--- config.mk ---
export PLATFORM = sky130hd
export DESIGN_NAME = fp_widen
export DESIGN_NICKNAME = d
export VERILOG_FILES = /design/src/rtl/fp_widen_pkg.sv /design/src/rtl/fp_widen_clz.sv /design/src/rtl/fp_widen.sv
export SDC_FILE = /design/constraint.sdc
export NUM_CORES = 1
export LEC_CHECK = 0
export ABC_AREA = 1
export CORE_MARGIN = 3
export CORE_UTILIZATION = 42
export CTS_BUF_LIST = sky130_fd_sc_hd__clkbuf_4 sky130_fd_sc_hd__clkbuf_8
export DETAILED_ROUTE_END_ITERATION = 8
export PLACE_DENSITY = 0.75
export SYNTH_ARGS = -nofsm -noshare
export SYNTH_HDL_FRONTEND = slang
export SYNTH_SLANG_ARGS = --single-unit
--- constraint.sdc ---
create_clock -name CLK -period 2.5 [get_ports CLK]
set_input_delay 0.5 -clock CLK [delete_from_list [all_inputs] [get_ports CLK]]
set_output_delay 0.5 -clock CLK [all_outputs]
set_load 0.01 [all_outputs]
--- src/rtl/fp_widen_pkg.sv ---
// rtl/fp_widen_pkg.sv - shared float format helpers for the fp_widen slice
//
// Purpose: exponent bias / max helpers, the packed {sign, exp, mant} field
// layout, the operand class encoding and the NaN counter width, shared by
// fp_widen and fp_widen_clz.
// Ports: none (package).
package fp_widen_pkg;

  // NaN counter width and its saturation value.
  localparam int                   NAN_CNT_W   = 16;
  localparam logic [NAN_CNT_W-1:0] NAN_CNT_MAX = {NAN_CNT_W{1'b1}};

  // Operand classes decided in stage 1 and consumed in stage 2.
  typedef enum logic [2:0] {
    CLS_ZERO = 3'd0,
    CLS_NORM = 3'd1,
    CLS_SUB  = 3'd2,
    CLS_INF  = 3'd3,
    CLS_NAN  = 3'd4
  } fp_class_e;

  // IEEE-style exponent bias for an nx-bit exponent field.
  function automatic int exp_offset(input int nx);
    return (1 << (nx - 1)) - 1;
  endfunction

  // All-ones exponent (Inf/NaN encoding) for an nx-bit exponent field.
  function automatic int exp_max(input int nx);
    return (1 << nx) - 1;
  endfunction

  // Packed layout: {sign, exp[nx-1:0], mant[nm-1:0]}, mantissa at bit 0.
  function automatic int fp_width(input int nx, input int nm);
    return nx + nm + 1;
  endfunction

  function automatic int sign_pos(input int nx, input int nm);
    return nx + nm;
  endfunction

  function automatic int exp_lsb(input int nm);
    return nm;
  endfunction

endpackage

--- src/rtl/fp_widen_clz.sv ---
// rtl/fp_widen_clz.sv - combinational leading-zero counter over N bits
//
// Purpose: counts leading zeros of data_i, used to normalise subnormal
// mantissas in stage 1 of fp_widen.
// Ports:
//   data_i  in  N       value to scan, MSB first
//   cnt_o   out clog2(N) number of zeros above the highest set bit
// An all-zero input returns N-1; callers only use the count for non-zero
// mantissas.
module fp_widen_clz #(
  parameter  int N = 10,
  localparam int W = (N > 1) ? $clog2(N) : 1
) (
  input  logic [N-1:0] data_i,
  output logic [W-1:0] cnt_o
);

  // Scan upward so the highest set bit is the last assignment and wins.
  always_comb begin
    cnt_o = W'(N - 1);
    for (int i = 0; i < N; i++) begin
      if (data_i[i]) begin
        cnt_o = W'(N - 1 - i);
      end
    end
  end

endmodule

--- src/rtl/fp_widen.sv ---
// rtl/fp_widen.sv - two-stage pipelined narrow-to-wide float converter
//
// Purpose: widens a packed {sign, exp, mant} float of NX/NM bits to ONX/ONM
// bits. Stage 1 classifies the operand (and counts leading zeros of
// subnormal mantissas); stage 2 shifts, rebiases and assembles the result.
// Latency is 2 cycles; both stages stall together on output backpressure.
// Build option: define FP_WIDEN_SUBNORM_EN to normalise subnormal inputs
// (instantiates fp_widen_clz); otherwise subnormals flush to signed zero.
// Ports:
//   CLK        in   1          clock, rising edge
//   RST        in   1          synchronous active-high reset
//   IN_VALID   in   1          IN_DATA valid
//   IN_READY   out  1          input accepted this cycle when IN_VALID=1
//   IN_DATA    in   NX+NM+1    narrow float {sign, exp, mant}
//   OUT_VALID  out  1          OUT_DATA valid
//   OUT_READY  in   1          consumer accepts OUT_DATA
//   OUT_DATA   out  ONX+ONM+1  wide float {sign, exp, mant}
//   NAN_CNT    out  16         saturating count of accepted NaN inputs
module fp_widen
  import fp_widen_pkg::*;
#(
  parameter int NX  = 5,
  parameter int NM  = 10,
  parameter int ONX = 8,
  parameter int ONM = 23
) (
  input  logic                 CLK,
  input  logic                 RST,
  input  logic                 IN_VALID,
  output logic                 IN_READY,
  input  logic [NX+NM:0]       IN_DATA,
  output logic                 OUT_VALID,
  input  logic                 OUT_READY,
  output logic [ONX+ONM:0]     OUT_DATA,
  output logic [NAN_CNT_W-1:0] NAN_CNT
);

  localparam int OW = fp_width(ONX, ONM);
  localparam logic [NX-1:0]  IN_EXP_MAX  = NX'(exp_max(NX));
  localparam logic [ONX-1:0] OUT_EXP_MAX = ONX'(exp_max(ONX));
  // Rebias amount added to a narrow exponent to get the wide exponent.
  localparam logic [ONX-1:0] BIAS_DIFF   = ONX'(exp_offset(ONX) - exp_offset(NX));
  localparam logic [ONM-NM-1:0] MANT_PAD = '0;

  // ---------------------------------------------------------------- input
  logic          in_sign;
  logic [NX-1:0] in_exp;
  logic [NM-1:0] in_mant;
  logic          in_fire;
  logic          advance;

  assign in_sign = IN_DATA[sign_pos(NX, NM)];
  assign in_exp  = IN_DATA[exp_lsb(NM) +: NX];
  assign in_mant = IN_DATA[NM-1:0];

  // One shared enable for both stages: the pipe moves only when the output
  // register is free or being drained this cycle.
  assign IN_READY = !RST && (!OUT_VALID || OUT_READY);
  assign advance  = IN_READY;
  assign in_fire  = IN_VALID && IN_READY;

  // -------------------------------------------------------- stage 1 logic
  fp_class_e s1_cls_d;

  always_comb begin
    s1_cls_d = CLS_NORM;
    if (in_exp == '0) begin
      if (in_mant == '0) begin
        s1_cls_d = CLS_ZERO;
      end else begin
`ifdef FP_WIDEN_SUBNORM_EN
        s1_cls_d = CLS_SUB;
`else
        s1_cls_d = CLS_ZERO;
`endif
      end
    end else if (in_exp == IN_EXP_MAX) begin
      s1_cls_d = (in_mant == '0) ? CLS_INF : CLS_NAN;
    end
  end

`ifdef FP_WIDEN_SUBNORM_EN
  localparam int LZW = (NM > 1) ? $clog2(NM) : 1;
  logic [LZW-1:0] s1_lz_d;
  logic [LZW-1:0] s1_lz_q;

  fp_widen_clz #(
    .N (NM)
  ) u_clz (
    .data_i (in_mant),
    .cnt_o  (s1_lz_d)
  );
`endif

  // ------------------------------------------------------ stage 1 registers
  logic          s1_valid_q;
  logic          s1_sign_q;
  fp_class_e     s1_cls_q;
  logic [NX-1:0] s1_exp_q;
  logic [NM-1:0] s1_mant_q;

  // Payload needs no reset: it is only consumed while s1_valid_q is set.
  always_ff @(posedge CLK) begin
    if (in_fire) begin
      s1_sign_q <= in_sign;
      s1_cls_q  <= s1_cls_d;
      s1_exp_q  <= in_exp;
      s1_mant_q <= in_mant;
`ifdef FP_WIDEN_SUBNORM_EN
      s1_lz_q   <= s1_lz_d;
`endif
    end
  end

  // -------------------------------------------------------- stage 2 logic
  logic [ONX-1:0] out_exp;
  logic [ONM-1:0] out_mant;
  logic [OW-1:0]  out_data_d;

`ifdef FP_WIDEN_SUBNORM_EN
  // Shift out the leading zeros plus the implicit one; split in two steps
  // so lz+1 never needs an extra bit of shift amount.
  logic [NM-1:0] sub_mant;
  assign sub_mant = (s1_mant_q << s1_lz_q) << 1;
`endif

  always_comb begin
    out_exp  = '0;
    out_mant = '0;
    case (s1_cls_q)
      CLS_NORM: begin
        out_exp  = {{(ONX-NX){1'b0}}, s1_exp_q} + BIAS_DIFF;
        out_mant = {s1_mant_q, MANT_PAD};
      end
      CLS_INF: begin
        out_exp  = OUT_EXP_MAX;
      end
      CLS_NAN: begin
        // Payload kept, top mantissa bit forced so the result is quiet.
        out_exp            = OUT_EXP_MAX;
        out_mant           = {s1_mant_q, MANT_PAD};
        out_mant[ONM-1]    = 1'b1;
      end
`ifdef FP_WIDEN_SUBNORM_EN
      CLS_SUB: begin
        out_exp  = BIAS_DIFF - ONX'(s1_lz_q);
        out_mant = {sub_mant, MANT_PAD};
      end
`endif
      default: begin
        out_exp  = '0;
        out_mant = '0;
      end
    endcase
  end

  assign out_data_d = {s1_sign_q, out_exp, out_mant};

  // ----------------------------------------------- control and output regs
  logic                 out_valid_q;
  logic [OW-1:0]        out_data_q;
  logic [NAN_CNT_W-1:0] nan_cnt_q;

  always_ff @(posedge CLK) begin
    if (RST) begin
      s1_valid_q  <= 1'b0;
      out_valid_q <= 1'b0;
      out_data_q  <= '0;
      nan_cnt_q   <= '0;
    end else begin
      if (advance) begin
        s1_valid_q  <= IN_VALID;
        out_valid_q <= s1_valid_q;
        if (s1_valid_q) begin
          out_data_q <= out_data_d;
        end
      end
      if (in_fire && (s1_cls_d == CLS_NAN) && (nan_cnt_q != NAN_CNT_MAX)) begin
        nan_cnt_q <= nan_cnt_q + 1'b1;
      end
    end
  end

  assign OUT_VALID = out_valid_q;
  assign OUT_DATA  = out_data_q;
  assign NAN_CNT   = nan_cnt_q;

endmodule

==> results by group <==
Die
  – # rows: 28
  – Die height: 84.6 um
  – Die X: 84.6 um
  – Initial core utilization: 0.436
  – Die area: 7160 sq um
  – Core ar.: 5960 sq um
  – IO Pins: 70

Logic synthesis
  – #FFs+latches synth: 54
  – Register area share after synthesis: 0.490
  – Yosys Warn Count: 0
  – Mapped Area: 2600 sq um
  – Yosys top cell by area: dfxtp_1
  – Top cells by area, synth: dfxtp_1, edfxtp_1, nand2_1
  – Synth Instances: 312
  – Mean Syn Cell Area: 8.32 sq um
  – Post-synth top area share: 0.270
  – Synth cell types: 33

Clocking
  – Clock Pin Slew Worst Setup and Hold Paths: 0.09 ns
  – Postcts setup bufs: 0
  – Post_cts resized: 0
  – Cts bufs inserted: 5
  – Clock latency at the later pin of the worst-skew pair: 0.31 ns
  – CTS root buf: clkbuf_8
  – H-tree depth: 2
  – Number of clock sinks: 54
  – CTS tree: done
  – Post-CTS Hold Buffers: 0
  – Clock Path Buffers: 2

Timing
  – Unrepaired setup endpoints after global routing: no
  – Final setup fails: 0
  – FMAX: 0.426 GHz
  – Setup TNS: 0 ns
  – Hold Slack: 0.470 ns
  – Final worst slack: 0.155 ns
  – Final worst-path cycle share: 0.938
  – Tmin final: 2.35 ns
  – Final Slew Violations: 0
  – Setup skew after layout: 0.00633 ns
  – Fin. Hold Viols: 0

GRT
  – Gr busiest metal: met2
  – Largest net degree at the start of global routing: 25
  – Global routing usage on met2: 0.260
  – GRT met1 Usage: 0.208
  – GR Overflow Total: 0
  – Met3 global-route usage: 0.0393
  – First-pass GRT wire length: 9.27 mm
  – Antenna violations before repair: 0
  – Vias in the first global route: 2,010
  – Tot GR Track Use: 0.160

Route
  – WL per Instance: 12.4 um
  – Routed wire length: 5.51 mm
  – DRC: 0
  – DRT iter0 DRCs: 97
  – Detail Route Antenna Nets: 0
  – Vias/cell: 4.78
  – Vias: 2,121
  – DRT Pass-1 Iters: 4

Worst hold path
  – Worst Hold Class: reg -> reg
  – WHS Path Cells: 2

Setup path
  – Delay-heaviest family, CP: buffers and inverters
  – Worst R2R Path Depth: 8
  – Critical Path Stages: 6
  – Crit path kind: in -> out
  – Sequence of cells on the critical path: clkdlybuf4s50_1 > inv_1 > nand2_1 > nand2_2 > inv_1 > clkdlybuf4s50_1
  – Req. time, crit path: 2.00 ns
  – CP max-delay cell: clkdlybuf4s50_1
  – CP arrival: 1.85 ns
  – WP buf/inv: 4
  – Crit Path Max Fanout: 3
  – Crit. End Element: primary output
  – Worst path max stage delay: 0.55 ns
  – Setup crit start kind: input pin

Pwr
  – PwrDens: 491 nW/um^2
  – VDD IR-drop max: 0.000257 V
  – Pleak: 1.19 nW

Placed design
  – Hpwl dp: 4.01 mm
  – Gpl congestion: 0.815
  – Placed Cells: 436
  – I/O Buffers: 56
  – Setup WS pre-CTS: 0.145 ns

Cells and area
  – Syn-to-layout area delta: 25.1%
  – Fin util: 0.545
  – # diodes: 0
  – Fin cells: 444
  – Nets@finish: 389
  – Share of layout cells above drive strength 1: 0.0867

Run
  – MaxCap Viol Count: 0

Status
  – Status: complete, no violations
-- per-stage QoR --
| stage | instance area [sq um] | power, mW |
|---|---|---|
| global route | 3250 | 1.66 |
| detailed placement | 3160 | 1.12 |
| finish | 3250 | 1.59 |
| global placement | 3160 | 1.12 |
| floorplan | 2640 | 1.06 |
| CTS | 3250 | 1.61 |
-- final cells by class --
type / count / area (sq um)
Sequential cell: 54 / 1270
Tap cell: 75 / 93.8
Timing Repair Buffer: 60 / 591
Fill cell: 559 / 2710
Clock buffer: 5 / 68.8
Inverter: 24 / 91.3
Multi-Input combinational cell: 223 / 1110
Clock inverter: 3 / 20.0
-- kinds of logic (layout without fill, tap and decap cells) --
| group | count (synthesis) | after routing | synth area share |
|---|---|---|---|
| AND/OR/NAND/NOR | 165 | 165 | 0.299 |
| flip-flops | 54 | 54 | 0.490 |
| buffers and inverters | 47 | 92 | 0.0998 |
| AO/OA/AOI/OAI | 38 | 38 | 0.0848 |
| XOR/XNOR | 6 | 6 | 0.0202 |
| adder cells (fa/ha/maj) | 1 | 1 | 0.00482 |
| other | 1 | 13 | 0.00144 |
-- worst reg2reg max path: stages, from the launching register on --
cell,delay [ns]
dfxtp_1,0.47
ha_1,0.32
nand2_1,0.10
nor2_1,0.31
nand4_1,0.14
nor2_1,0.16
nand2_1,0.07
nand2_1,0.07
nor2_1,0.04
-- placed cells by master, fill, tap and decap left out, drive strengths merged, types with 2 or more instances in the layout --
master	count
a21oi	25
a22oi	5
buf	4
clkbuf	5
clkdlybuf4s50	56
clkinv	2
conb	13
dfxtp	35
edfxtp	19
inv	24
nand2	97
nand3	16
nand3b	2
nand4	11
nor2	38
o21ai	6
xnor2	5
-- where the power goes --
| group | internal, mW | switching (mW) |
|---|---|---|
| Combinational | 0.0747 | 0.0778 |
| Sequential | 0.937 | 0.0122 |
| Clock | 0.198 | 0.293 |
| Total | 1.21 | 0.383 |
-- path summary, 6_finish.rpt --
kind | startpoint | to | slack, ns
setup / recovery | OUT_READY | IN_READY | 0.15
hold / removal | OUT_DATA[17] | OUT_DATA[17] | 0.47
setup reg to reg | NAN_CNT[0] | NAN_CNT[12] | 0.74
hold reg to reg | OUT_DATA[17] | OUT_DATA[17] | 0.47
-- per-layer routing --
metal,wire [um],share of wire,up-vias
met4,59,0.011,0
met1,2430,0.44,964
met2,2800,0.51,50
met3,225,0.041,7
li1,-,-,1100
met5,0,0,-
-- registers in the layout, indices dropped and copies added (netlist names) --
signal	cells
s1_valid_q	1
NAN_CNT	16
s1_mant_q	10
s1_sign_q	1
s1_exp_q	5
OUT_VALID	1
s1_cls_q	3
OUT_DATA	17
-- synth_stat cells (all sizes together) --
master	number
conb	1
a22oi	5
a21boi	1
nor2	38
edfxtp	19
inv	23
nor3	1
a21oi	25
buf	20
xor2	1
o21ai	6
xnor2	5
clkinv	1
nand3b	2
ha	1
a31o	1
nand4	11
clkbuf	3
nand3	16
nand2	97
dfxtp	35
(Power assumes the default switching activity.)
